[src/rtl/trap_ctrl.sv]
// Commit-side trap/return controller: turns a retiring exception into a one-cycle
// CSR write pulse, then flushes and redirects fetch to mtvec (or to mepc on mret).
module trap_ctrl #(
  parameter int DATA_LEN = 32
) (
  input  logic                clk,
  input  logic                rst_n,
  input  logic                inst_valid,
  input  logic [DATA_LEN-1:0] inst_PC,
  input  logic                is_illegal,
  input  logic                is_ecall,
  input  logic                is_ebreak,
  input  logic                is_mret,
  input  logic [DATA_LEN-1:0] mtvec,
  input  logic [DATA_LEN-1:0] mepc,
  output logic                unusual_flag,
  output logic [DATA_LEN-1:0] cause,
  output logic [DATA_LEN-1:0] trap_PC,
  output logic                flush,
  output logic                busy,
  output logic                redirect_valid,
  input  logic                redirect_ready,
  output logic [DATA_LEN-1:0] redirect_pc,
  output logic [31:0]         trap_cnt
);

  typedef enum logic [1:0] {
    IDLE     = 2'd0,
    TRAP     = 2'd1,
    REDIRECT = 2'd2
  } state_e;

  localparam logic [DATA_LEN-1:0] CAUSE_ILLEGAL = DATA_LEN'(2);
  localparam logic [DATA_LEN-1:0] CAUSE_EBREAK  = DATA_LEN'(3);
  localparam logic [DATA_LEN-1:0] CAUSE_ECALL   = DATA_LEN'(11);
  // Direct-mode only: the two low bits of mtvec/mepc never reach fetch.
  localparam logic [DATA_LEN-1:0] ALIGN_MASK    = {{(DATA_LEN-2){1'b1}}, 2'b00};

  state_e                state_q;
  logic                  unusual_flag_q;
  logic [DATA_LEN-1:0]   cause_q;
  logic [DATA_LEN-1:0]   trap_pc_q;
  logic                  busy_q;
  logic                  redirect_valid_q;
  logic [DATA_LEN-1:0]   redirect_pc_q;
  logic [31:0]           trap_cnt_q;

  logic                  trap_evt;
  logic                  mret_evt;
  logic [DATA_LEN-1:0]   cause_d;

  // NOTE: every signal written in always_comb gets a default first so no latch is inferred.
  always_comb begin
    cause_d  = CAUSE_EBREAK;
    trap_evt = inst_valid & (is_illegal | is_ecall | is_ebreak);
    mret_evt = inst_valid & is_mret & ~trap_evt;
    if (is_illegal)    cause_d = CAUSE_ILLEGAL;
    else if (is_ecall) cause_d = CAUSE_ECALL;
  end

  // NOTE: state uses non-blocking assignments; reset is synchronous and clears every output register.
  always_ff @(posedge clk) begin
    if (!rst_n) begin
      state_q          <= IDLE;
      unusual_flag_q   <= 1'b0;
      cause_q          <= '0;
      trap_pc_q        <= '0;
      busy_q           <= 1'b0;
      redirect_valid_q <= 1'b0;
      redirect_pc_q    <= '0;
      trap_cnt_q       <= '0;
    end else begin
      case (state_q)
        IDLE: begin
          if (trap_evt) begin
            state_q        <= TRAP;
            unusual_flag_q <= 1'b1;
            cause_q        <= cause_d;
            trap_pc_q      <= inst_PC;
            redirect_pc_q  <= mtvec & ALIGN_MASK;
            busy_q         <= 1'b1;
          end else if (mret_evt) begin
            state_q          <= REDIRECT;
            redirect_pc_q    <= mepc & ALIGN_MASK;
            redirect_valid_q <= 1'b1;
            busy_q           <= 1'b1;
          end
        end
        TRAP: begin
          // cause/trap_PC are only meaningful alongside the pulse, so clear them here.
          state_q          <= REDIRECT;
          unusual_flag_q   <= 1'b0;
          cause_q          <= '0;
          trap_pc_q        <= '0;
          redirect_valid_q <= 1'b1;
          trap_cnt_q       <= trap_cnt_q + 32'd1;
        end
        REDIRECT: begin
          if (redirect_ready) begin
            state_q          <= IDLE;
            redirect_valid_q <= 1'b0;
            busy_q           <= 1'b0;
          end
        end
        default: begin
          state_q          <= IDLE;
          unusual_flag_q   <= 1'b0;
          cause_q          <= '0;
          trap_pc_q        <= '0;
          redirect_valid_q <= 1'b0;
          busy_q           <= 1'b0;
        end
      endcase
    end
  end

  assign unusual_flag   = unusual_flag_q;
  assign cause          = cause_q;
  assign trap_PC        = trap_pc_q;
  assign busy           = busy_q;
  assign flush          = busy_q;
  assign redirect_valid = redirect_valid_q;
  assign redirect_pc    = redirect_pc_q;
  assign trap_cnt       = trap_cnt_q;

endmodule

[config.mk]
export PLATFORM = sky130hd
export DESIGN_NAME = trap_ctrl
export DESIGN_NICKNAME = d
export VERILOG_FILES = /design/src/rtl/trap_ctrl.sv
export SDC_FILE = /design/constraint.sdc
export NUM_CORES = 1
export LEC_CHECK = 0
export CAP_MARGIN = 10
export CORE_ASPECT_RATIO = 0.6
export CORE_MARGIN = 1
export CORE_UTILIZATION = 42
export CTS_CLUSTER_SIZE = 14
export DETAILED_ROUTE_END_ITERATION = 10
export GPL_ROUTABILITY_DRIVEN = 1
export HOLD_SLACK_MARGIN = 0.1
export PLACE_DENSITY = 0.88
export SLEW_MARGIN = 25
export SYNTH_ARGS = -nofsm -noshare
export SYNTH_HDL_FRONTEND = slang
export SYNTH_SLANG_ARGS = --single-unit
export TNS_END_PERCENT = 100
[constraint.sdc]
create_clock -name clk -period 5.6 [get_ports clk]
set_input_delay 0.84 -clock clk [delete_from_list [all_inputs] [get_ports clk]]
set_output_delay 0.84 -clock clk [all_outputs]
set_load 0.02 [all_outputs]
# After elaboration in Yosys (flattened, before gate mapping)
# Index checks and enable logic that the tools add are counted.
[op_classes]
addsub = 1
bitwise_logic = 8
mux = 20
n_eq_ne = 7
n_reduce_logical = 7
[op_table]
columns = ["cell", "n"]
rows = [
  ["32-bit two-way mux", 5],
  ["32-bit case mux with 2 select lines", 2],
  ["32-bit by 1-bit adder with 32-bit output (second input constant)", 1],
  ["2-bit inequality test (second input constant)", 4],
  ["2-bit two-way mux", 3],
  ["1-bit case mux with 3 select lines", 2],
  ["2-bit case mux with 3 select lines", 1],
  ["2-bit AND reduction", 3],
  ["3-bit AND reduction", 2],
  ["1-bit two-way mux", 5],
  ["4-bit two-way mux", 1],
  ["1-bit bitwise AND", 3],
  ["3-bit inequality test (second input constant)", 1],
  ["1-bit inverter", 3],
  ["2-bit by 1-bit == test with 1-bit output (second input constant)", 1],
  ["2-bit == test (second input constant)", 1],
  ["2-bit zero test", 1],
  ["1-bit bitwise OR", 2],
  ["1-bit case mux with 2 select lines", 1],
  ["2-bit nonzero test", 1],
]
[word_totals]
output_inout_bits = 132
wordCells = 51
reg_bits = 133
input_bits = 104

# Longest topological paths before layout
# Gate-level depths: netlist (run 1).
[depth]
word_depth = 8
depth_mapped = 6
mapped_depth_nobuf = 5

# Worst setup path before layout (run 1)
# Ideal clock, no wire load.
[synth_path]
kind = "input port to flip-flop"
from = "in is_ecall"
to = "reg trap_pc_q[25], in the netlist trap_PC[25]"
path_stages = 5
setup_slack_ps = 3403
t_arrival_ps = 2136
setup_time_ps = 61
path_buffers = 1
t_required_ps = 5539
path_cell_list = "o31ai_2 -> nor2_1 -> nor2_1 -> clkbuf_1 -> a22o_1"
[synth_between]
elab_chain_cells = 5
[synth_rtl]
columns = ["item", "line_no", "source"]
rows = [
  ["start, declared", "11", "input logic is_ecall,"],
  ["1-bit bitwise OR (2 in series)", "55", "trap_evt = inst_valid & (is_illegal | is_ecall | is_ebreak);"],
  ["1-bit bitwise AND", "55", ""],
  ["2-bit inequality test (no line)", "--", ""],
  ["2-bit AND reduction (no line)", "--", ""],
  ["end signal, assigned", "79", "trap_pc_q <= inst_PC;"],
  ["end, declared", "42", "logic [DATA_LEN-1:0] trap_pc_q;"],
]
# No other way between the ends.
# A chain may end at the register's enable or synchronous reset.

# Final worst setup path (run 1)
[layout_path]
from = "in inst_valid"
to = "reg redirect_pc_q[13], in the netlist redirect_pc[13]"
[layout_between]
elab_chain_cells = 5
elab_cells_between_ends = 7
classes_between = "mux: 1; bitwise: 4; reduce/logical: 2"
[layout_rtl]
columns = ["item", "line_no", "source"]
rows = [
  ["start, declared", "8", "input logic inst_valid,"],
  ["1-bit bitwise AND", "55", ""],
  ["1-bit inverter", "56", "mret_evt = inst_valid & is_mret & ~trap_evt;"],
  ["1-bit bitwise AND", "56", ""],
  ["2-bit nonzero test (no line)", "--", ""],
  ["2-bit AND reduction (no line)", "--", ""],
  ["end signal, assigned", "80", "redirect_pc_q <= mtvec & ALIGN_MASK;"],
  ["end signal, assigned", "84", "redirect_pc_q <= mepc & ALIGN_MASK;"],
  ["end, declared", "45", "logic [DATA_LEN-1:0] redirect_pc_q;"],
]
# Several ways; a longest one is shown, not always the timed one.

==> key figures, run 1 <==
Run status
  • Status: finished, final reports clean

Setup path
  • CP top delay family: buffers and inverters
  • CP Capture Type: register
  • Slowest stage cell, crit path: a211oi_4
  • CP Data Arrival Time: approximately 3400 ps
  • Crit path buffers/inverters: 3
  • CP Max Fanout: 41
  • Setup Crit Path Kind: input pin to register
  • CP startpoint kind: input pin
  • CP max stage delay: 770 ps
  • CP Cell Sequence: clkdlybuf4s50_1, o31ai_4, buf_4, a211oi_4, buf_4, nor2_1, a211oi_1
  • WP data required: between 5000 and 6000 ps
  • Critical Path Most Common Cell: buf_4

Global route
  • Grt total ovfl: 0
  • First-pass GRT wire length: approximately 18 mm
  • Largest net degree at the start of global routing: 43
  • Initial antenna violation count: 0
  • GRT Resource Usage Total: between 20 and 25%
  • Vias in the first global route: 3646

Clock tree
  • H-Tree Level Count: 3
  • Root buf cell: clkbuf_16
  • Num Clock Sinks: 101
  • CTS clk-pin slew, worst paths: 70 ps
  • # hold bufs at CTS: 0
  • Worst-Skew Late Latency: between 300 and 400 ps
  • CTS Buffer Depth: 2
  • CTS resizes: 0
  • Setup bufs post-CTS: 0
  • TritonCTS clock tree: done
  • Cts bufs inserted: 9

Cells and area
  • Share of cells above drive strength 1: under 10%
  • Ant diodes: 0
  • Most frequent cells in the layout: clkdlybuf4s50_1, dfxtp_1, nor2_1
  • # nets final: 740
  • Commonest non-fill, non-tap cell in the layout: clkdlybuf4s50_1
  • Area growth syn-to-layout: 52.8%

Power
  • Internal power: 1.30 mW
  • Combinational fraction of design power: between 20% and 30%
  • Psw: a little under 500 uW
  • Leakage: 2.47 nW
  • Sw Ratio: ~27%
  • Clock network power share: about a third
  • Power density cells: 272 mW/mm^2
  • Sequential group share of total power: between 40% and 50%
  • Maximum vdd drop: 0.170 mV

STA
  • Worst hold slack: 480 ps
  • Final hold violations: 0
  • FMAX: 0.311 GHz
  • Final Setup Violations: 0
  • Final min period: 3210 ps
  • Worst Tran Pin Value: 798 ps
  • RSZ-0062 raised after global routing: no
  • Final Cycle Share: between 50% and 60%
  • Setup Skew: 11.4 ps
  • Final setup TNS: 0 ps
  • Rel. slew slack: 46.6%
  • Slew Viols, Final: 0

Die
  • Die Y-Extent: a little over 80 microns
  • Die X: 133 microns
  • Core ar.: 0.00991 sq mm
  • Starting Density: 43.6%
  • Site Rows: 28
  • # IOs: 236
  • Die footprint: 0.0107 sq mm

Synth
  • Ys Warns: 0
  • Top FF cell, synth: dfxtp_1
  • Post-synth EDFFs: 0
  • Post-synthesis sequential area ratio: a little under half
  • Seq cells post-synth: slightly above 100
  • Post-Syn Area: 0.00432 sq mm
  • Avg Inst Size Synth: between 9 and 10 sq um
  • Distinct cells, synth: 42
  • Synth Instances: 452
  • Synth async-reset ratio: 0%

Detailed routing
  • Routed wire length: 11.9 mm
  • Pre-Repair DR Iteration Count: 5
  • DR WL/cell: 15.4 microns
  • Detail Route Antenna Nets: 0
  • Vias: ~4100
  • DR vias/cell: approximately 5.2
  • Iter 0 DRT Violations: ~170
  • # DRC: 0

Hold path
  • Hold WC Path Type: register to register

Placed design
  • Placer congestion estimate: just under 0.9
  • Post-DP HPWL: between 9 and 10 mm
  • IO Port Bufs: 200

Flow run
  • Max Cap Viol: 0
-- registers in the layout (all words and copies together), names as in the netlist --
signal / cells
trap_PC: 32
redirect_pc: 30
trap_cnt: 32
redirect_valid: 1
state_q: 2
cause: 3
busy: 1
-- synthesized netlist by cell type, types with 2 or more instances --
library cell,count,area (sq um)
a211oi_1,32,240
a21oi_1,18,90.1
a22o_1,32,280
and3_1,3,18.8
and4_1,3,26.3
buf_2,3,15.0
buf_4,33,248
clkbuf_1,24,90.1
dfxtp_1,101,2020
inv_1,7,26.3
mux2i_1,35,350
nand2_1,19,71.3
nand2b_1,4,25.0
nand3_1,11,55.1
nand4_1,6,37.5
nor2_1,50,188
nor3_1,3,15.0
nor4_1,6,37.5
o21ai_0,5,25.0
o31ai_1,11,82.6
or2_2,2,12.5
or3_1,4,25.0
or4_1,10,75.1
or4b_2,2,20.0
xnor2_1,4,35.0
xor2_1,8,70.1
-- cell families after synthesis --
family,synth area share [%]
and+or+nand+nor,15.6
AOI/OAI and AO/OA,17.5
DFF,46.8
buffers and inverters,9.21
muxes,8.11
xor gates and xnor gates,2.43
adders and majority gates,0.290
other,0.0868
-- tightest hold or removal path: stages, from the launching register on --
cell     delay (ps)
dfxtp_1         310
o21ai_0          60
a21oi_1          60
-- through the flow --
step                      power [mW]  util (%)  instance area [sq um]  setup slack, ps  std cells
final                           1.79      66.5                   6600             2390        775
after global placement          1.18      63.5                   6290             2090        759
after detailed placement        1.19      63.5                   6300             1990        759
after floorplan                 1.01         -                   4430             3400        482
after global routing            1.87      66.5                   6600             2150        775
after CTS                       1.81      66.5                   6600             2350        775
-- worst paths after layout --
kind              cells past startpoint                            to                     start  slack [ps]
setup / recovery                      7  redirect_pc[13]$_SDFFE_PN0P_                inst_valid        2390
hold / removal                        2         cause[3]$_SDFFE_PN0P_     cause[3]$_SDFFE_PN0P_         480
setup reg to reg                      4     trap_cnt[28]$_SDFFE_PN0P_  trap_cnt[7]$_SDFFE_PN0P_        3430
hold reg to reg                       2         cause[3]$_SDFFE_PN0P_     cause[3]$_SDFFE_PN0P_         480
-- power by group through the flow --
stage               clock [mW]  sequential [mW]  combinational, mW
floorplan                    0            0.863              0.147
global route             0.668            0.801              0.401
global placement             0            0.809              0.368
finish                   0.622            0.795              0.374
CTS                      0.636            0.796              0.377
detailed placement           0            0.812              0.377
-- area by class of cell --
cell class / instances / area, sq um
flip-flops and latches: 101 / 2020
clock buffers: 9 / 225
clock inverters: 7 / 73.8
well taps: 135 / 169
fillers: 778 / 3320
multi-input cells: 311 / 2050
repair buffers: 204 / 2030
inverters: 8 / 30.0
-- per-layer routing --
metal	vias to the layer above	global-route usage (%)	wire length (microns)
li1	1950	-	-
met1	1899	27.9	5180
met2	186	36.5	5680
met3	16	6.12	879
met4	0	6.90	157
met5	-	0	0
Power figures use the tool's default switching activity.
==> run 2: changes to the inputs <==
--- a/config.mk
+++ b/config.mk
@@ -8,12 +8,12 @@
 export CAP_MARGIN = 10
 export CORE_ASPECT_RATIO = 0.6
 export CORE_MARGIN = 1
-export CORE_UTILIZATION = 42
+export CORE_UTILIZATION = 39
 export CTS_CLUSTER_SIZE = 14
 export DETAILED_ROUTE_END_ITERATION = 10
 export GPL_ROUTABILITY_DRIVEN = 1
 export HOLD_SLACK_MARGIN = 0.1
-export PLACE_DENSITY = 0.88
+export PLACE_DENSITY = 0.83
 export SLEW_MARGIN = 25
 export SYNTH_ARGS = -nofsm -noshare
 export SYNTH_HDL_FRONTEND = slang
==> constraint.sdc (replaced) <==
create_clock -name clk -period 3.02 [get_ports clk]
set_input_delay 0.453 -clock clk [delete_from_list [all_inputs] [get_ports clk]]
set_output_delay 0.453 -clock clk [all_outputs]
set_load 0.02 [all_outputs]
==> run 2 against run 1 <==
  * Final area rose by 0.44%
  * Global-route usage fell by 2.5 points
  * Clock power rose by 85%
  * Critical endpoint is now trap_cnt[26]$_SDFFE_PN0P_
  * Die area rose by 7.5%
  * Register-to-register slack got worse by 2600 ps
  * Clock-buffer cell count rose by 1
==> key figures, run 2 (synthesized netlist as in run 1, its figures left out) <==
Setup path
  • WP data required: 3280 ps (was 5820 ps)
  • Setup Crit Path Kind: register to register (was input pin to register)
  • CP Max Fanout: 10 (was 41)
  • CP Data Arrival Time: 2420 ps (was 3440 ps)
  • CP startpoint kind: register (was input pin)
  • CP Capture Type: register (unchanged)

Global route
  • Met2 GRT Util: 33.2% (was 36.5%)
  • GRT Max-Usage Layer: met2 (unchanged)
  • Grt total ovfl: 0 (unchanged)
  • Largest net degree at the start of global routing: 61 (was 43)
  • GR Util met1: 23.8% (was 27.9%)
  • Vias in the first global route: 3745 (was 3646)
  • First-pass GRT wire length: 17.9 mm (was 18.4 mm)
  • GRT Resource Usage Total: 19.6% (was 22.0%)
  • Initial antenna violation count: 0 (unchanged)
  • Met3 Use GR: 6.38% (was 6.12%)

Placed design
  • Dpl cells: 765 (was 759)
  • Placer congestion estimate: 0.826 (was 0.887)
  • IO Port Bufs: 200 (unchanged)
  • Placed inst area: 0.00633 sq mm (was 0.00630 sq mm)
  • DP Worst Slack: 574 ps (was 1990 ps)
  • Post-DP HPWL: 8.77 mm (was 9.01 mm)

STA
  • Slew Viols, Final: 0 (unchanged)
  • Rel. slew slack: 66.0% (was 46.6%)
  • FMAX: 0.462 GHz
  • RSZ-0062 raised after global routing: no (unchanged)
  • Final hold violations: 0 (unchanged)
  • Final Cycle Share: a little under three quarters
  • Setup Skew: 8.30 ps (was 11.4 ps)
  • Worst hold slack: 478 ps (was 480 ps)
  • Final Setup Violations: 0 (unchanged)
  • Final setup TNS: 0 ps (unchanged)
  • Final min period: between 2000 and 2500 ps
  • Worst Tran Pin Value: 510 ps (was 798 ps)
  • Final WS setup: 854 ps (was 2390 ps)

Clock tree
  • H-Tree Level Count: 3 (unchanged)
  • CTS clk-pin slew, worst paths: 70 ps (about the same)
  • TritonCTS clock tree: done (unchanged)
  • # hold bufs at CTS: 0 (unchanged)
  • CTS Buffer Depth: 2 (unchanged)
  • Setup bufs post-CTS: 0 (unchanged)
  • Num Clock Sinks: 101 (unchanged)
  • CTS resizes: 0 (unchanged)
  • Cts bufs inserted: 9 (unchanged)
  • Root buf cell: clkbuf_16 (unchanged)
  • Worst-Skew Late Latency: 330 ps (about the same)

Detailed routing
  • Pre-Repair DR Iteration Count: 4 (was 5)
  • DR vias/cell: 5.09 (was 5.23)
  • Vias: 3975 (was 4051)
  • Routed wire length: 11.5 mm (was 11.9 mm)
  • DR WL/cell: 14.7 microns (was 15.4 microns)
  • Detail Route Antenna Nets: 0 (unchanged)
  • # DRC: 0 (unchanged)
  • Iter 0 DRT Violations: 136 (was 173)

Die
  • Site Rows: 29 (was 28)
  • Die X: 138 microns (was 133 microns)
  • Die Y-Extent: 83.5 microns (was 80.6 microns)
  • Core ar.: 0.0107 sq mm (was 0.00991 sq mm)
  • # IOs: 236 (unchanged)
  • Starting Density: 40.5% (was 43.6%)
  • Die footprint: 0.0115 sq mm (was 0.0107 sq mm)

Hold path
  • Hold WC Path Type: register to register (unchanged)

Cells and area
  • Most frequent cells in the layout: clkdlybuf4s50_1, dfxtp_1, nor2_1 (unchanged)
  • Register area: 0.00202 sq mm (unchanged)
  • Multi-input logic area: 0.00204 sq mm (was 0.00205 sq mm)
  • Share of cells above drive strength 1: 4.83% (was 4.69%)
  • Ant diodes: 0 (unchanged)
  • Design area: 0.00663 sq mm (was 0.00660 sq mm)
  • # nets final: 742 (was 740)
  • Final cell count without fillers: 781 (was 775)
  • Area growth syn-to-layout: 53.4% (was 52.8%)
  • Fill count: 858 (was 778)
  • Commonest non-fill, non-tap cell in the layout: clkdlybuf4s50_1 (unchanged)

Power
  • Maximum vdd drop: 0.317 mV (was 0.170 mV)
  • Power density cells: 502 mW/mm^2 (was 272 mW/mm^2)
  • Leakage: 2.47 nW (about the same)

Flow run
  • Max Cap Viol: 0 (unchanged)

Run status
  • Status: finished, final reports clean (unchanged)
==> run 2: critical path: stages, from the launching register on <==
cell and delay [ps]:
dfxtp_1 430, nand4b_1 420, or3_1 570, or4_1 510, a21oi_1 170
==> run 2: through the flow <==
step / util [%] / power [mW]
after floorplan: - / 1.87
after global placement: 59.3 / 2.19
after detailed placement: 59.3 / 2.21
after CTS: 62.1 / 3.36
after global routing: 62.1 / 3.47
final: 62.1 / 3.33
==> run 2: layer usage <==
metal	up-vias	part of all wire, %
met3	10	9.1
li1	1958	-
met5	-	0
met2	170	47
met4	0	0.96
met1	1837	43
==> run 2: worst paths after layout <==
path | start | end | slack, ps | depth (start not counted)
hold / removal | trap_cnt[31]$_SDFFE_PN0P_ | trap_cnt[31]$_SDFFE_PN0P_ | 480 | 2
setup reg to reg | state_q[1]$_SDFFE_PN0P_ | trap_cnt[26]$_SDFFE_PN0P_ | 850 | 4
setup / recovery | state_q[1]$_SDFFE_PN0P_ | trap_cnt[26]$_SDFFE_PN0P_ | 850 | 4
hold reg to reg | trap_cnt[31]$_SDFFE_PN0P_ | trap_cnt[31]$_SDFFE_PN0P_ | 480 | 2
==> run 2: where the power goes <==
part	internal, mW	total (mW)	switching [mW]
registers	1.42	1.48	0.0547
logic	0.355	0.698	0.343
clock network	0.650	1.15	0.504
total	2.43	3.33	0.901
==> run 2: final cells by class <==
class                           instances  area share [%]
Sequential cell                       101            30.5
Tap cell                              139            2.62
Multi-Input combinational cell        311            30.8
Inverter                                8           0.453
Timing Repair Buffer                  206            31.1
Clock inverter                          6            1.08
Clock buffer                           10            3.46
==> run 3: changes to the inputs <==
==> constraint.sdc (replaced) <==
create_clock -name clk -period 2.1 [get_ports clk]
set_input_delay 0.315 -clock clk [delete_from_list [all_inputs] [get_ports clk]]
set_output_delay 0.315 -clock clk [all_outputs]
set_load 0.02 [all_outputs]
==> run 3 against run 2 <==
  * Total power increased by 44%
  * Register-to-register slack lost 710 ps
  * Highest routed layer unchanged
  * Largest power group unchanged
  * Largest cell class unchanged
  * First-iteration DRC count up 15%
  * Sequential cell count unchanged
  * Non-clock buffer count is 12 higher
==> key figures, run 3 (synthesized netlist as in run 1, its figures left out) <==
Setup path
  • Worst reg2reg path depth: 4 (unchanged)
  • CP max stage delay: 610 ps (was 570 ps)
  • CP Capture Type: register (unchanged)
  • Slowest stage cell, crit path: or4_4 (was or3_1)
  • CP startpoint kind: register (unchanged)
  • CP Cell Sequence: nand4_4, or4_4, or4_1, a21oi_1 (was nand4b_1, or3_1, or4_1, a21oi_1)
  • WP data required: 2360 ps (was 3280 ps)
  • CP Max Fanout: 8 (was 10)
  • Reg2reg setup slack: 140 ps (was 850 ps)
  • Setup Crit Path Kind: register to register (unchanged)
  • CP Data Arrival Time: 2220 ps (was 2420 ps)

Placed design
  • Placed inst area: 0.00645 sq mm (was 0.00633 sq mm)
  • DP Worst Slack: 38.4 ps (was 574 ps)
  • Post-DP HPWL: 8.69 mm (was 8.77 mm)
  • Dpl cells: 777 (was 765)
  • IO Port Bufs: 200 (unchanged)
  • Placer congestion estimate: 0.815 (was 0.826)

Clock tree
  • TritonCTS clock tree: done (unchanged)
  • Num Clock Sinks: 101 (unchanged)
  • H-Tree Level Count: 3 (unchanged)
  • CTS clk-pin slew, worst paths: 70 ps (about the same)
  • Cts bufs inserted: 9 (unchanged)
  • Root buf cell: clkbuf_16 (unchanged)
  • # hold bufs at CTS: 0 (unchanged)
  • CTS Buffer Depth: 2 (unchanged)
  • Worst-Skew Late Latency: 330 ps (about the same)

STA
  • Final min period: 1960 ps (was 2170 ps)
  • Slew Viols, Final: 0 (unchanged)
  • Final Setup Violations: 0 (unchanged)
  • FMAX: 0.510 GHz (was 0.462 GHz)
  • Setup Skew: 6.79 ps (was 8.30 ps)
  • Final setup TNS: 0 ps (unchanged)
  • Worst hold slack: 476 ps (was 478 ps)
  • Final WS setup: 141 ps (was 854 ps)
  • Final hold violations: 0 (unchanged)
  • Final Cycle Share: 93.3% (was 71.7%)
  • RSZ-0062 raised after global routing: no (unchanged)

Cells and area
  • Ant diodes: 0 (unchanged)
  • Post-layout util: 63.6% (was 62.1%)
  • # nets final: 755 (was 742)
  • Area growth syn-to-layout: 57.2% (was 53.4%)
  • Final cell count without fillers: 794 (was 781)
  • Share of cells above drive strength 1: 7.33% (was 4.83%)
  • Design area: 0.00679 sq mm (was 0.00663 sq mm)
  • Commonest non-fill, non-tap cell in the layout: clkdlybuf4s50_1 (unchanged)
  • Most frequent cells in the layout: clkdlybuf4s50_1, dfxtp_1, nor2_1 (unchanged)

Detailed routing
  • WL met3: 949 microns (was 1.04 mm)
  • DR vias/cell: 5.04 (was 5.09)
  • Routed wire length: 11.7 mm (was 11.5 mm)
  • Detail Route Antenna Nets: 0 (unchanged)
  • Iter 0 DRT Violations: 156 (was 136)
  • Top layer in use: met4 (unchanged)
  • Pre-Repair DR Iteration Count: 4 (unchanged)
  • Vias: 4004 (was 3975)
  • WL met1: 5.11 mm (was 4.89 mm)
  • DR WL/cell: 14.7 microns (about the same)
  • Routed wl met2: 5.57 mm (was 5.44 mm)
  • # DRC: 0 (unchanged)

Power
  • Total power: 4.80 mW (was 3.33 mW)
  • Psw: 1.27 mW (was 901 uW)
  • Maximum vdd drop: 0.519 mV (was 0.317 mV)
  • Sequential group share of total power: 44.0% (was 44.3%)
  • Leakage: 2.57 nW (was 2.47 nW)
  • Power density cells: 707 mW/mm^2 (was 502 mW/mm^2)
  • Combinational fraction of design power: 21.5% (was 21.0%)
  • Internal power: 3.53 mW (was 2.43 mW)
  • Clock network power share: 34.5% (was 34.7%)
  • Sw Ratio: 26.4% (was 27.1%)

Global route
  • Grt total ovfl: 0 (unchanged)
  • Initial antenna violation count: 0 (unchanged)
  • First-pass GRT wire length: 17.9 mm (about the same)
  • Vias in the first global route: 3649 (was 3745)
  • Largest net degree at the start of global routing: 62 (was 61)
  • GRT Resource Usage Total: 19.7% (was 19.6%)

Run status
  • Status: finished, final reports clean (unchanged)

Die
  • Die footprint: 0.0115 sq mm (unchanged)
  • Die Y-Extent: 83.5 microns (unchanged)
  • # IOs: 236 (unchanged)
  • Die X: 138 microns (unchanged)
  • Starting Density: 40.5% (unchanged)
  • Site Rows: 29 (unchanged)
  • Core ar.: 0.0107 sq mm (unchanged)

Hold path
  • Hold path depth: 1 (was 2)
  • Hold WC Path Type: register to register (unchanged)

Flow run
  • Max Cap Viol: 0 (unchanged)
==> run 3: worst max-delay path, delay by kind of cell, from the launching register on <==
kind / cells / cell delay (ps)
and+or+nand+nor: 3 / 1310
DFF: 1 / 420
AOI/OAI and AO/OA: 1 / 150
==> run 3: layout make-up <==
class / instances / area, sq um
clock inverters: 5 / 60.1
flip-flops and latches: 101 / 2020
multi-input cells: 312 / 2070
well taps: 139 / 174
repair buffers: 218 / 2190
inverters: 8 / 30.0
fillers: 880 / 3880
clock buffers: 11 / 243
==> run 3: path summary, 6_finish.rpt <==
path,start,endpoint
max,trap_cnt[9]$_SDFFE_PN0P_,trap_cnt[27]$_SDFFE_PN0P_
min,trap_PC[9]$_SDFFE_PN0P_,trap_PC[9]$_SDFFE_PN0P_
max reg2reg,trap_cnt[9]$_SDFFE_PN0P_,trap_cnt[27]$_SDFFE_PN0P_
min reg2reg,trap_PC[9]$_SDFFE_PN0P_,trap_PC[9]$_SDFFE_PN0P_
==> run 3: timing repair <==
action	CTS	global route
gates resized for setup	0	6
hold endpoints to repair	0	0
setup buffers	0	0
endpoints found under the setup margin	0	9
==> run 3: power by group through the flow <==
stage          logic, mW  clock network (mW)  registers (mW)
2_1_floorplan      0.391                   0            2.30
3_3_place_gp        1.02                   0            2.15
3_5_place_dp        1.03                   0            2.16
4_1_cts             1.04                1.71            2.11
5_1_grt             1.10                1.80            2.13
6_report            1.03                1.66            2.11
==> run 3: routing by layer <==
metal / vias up / GRT usage, %
met2: 161 / 32.9
met5: - / 0
met1: 1858 / 24.9
li1: 1983 / -
met4: 0 / 3.26
met3: 2 / 6.44
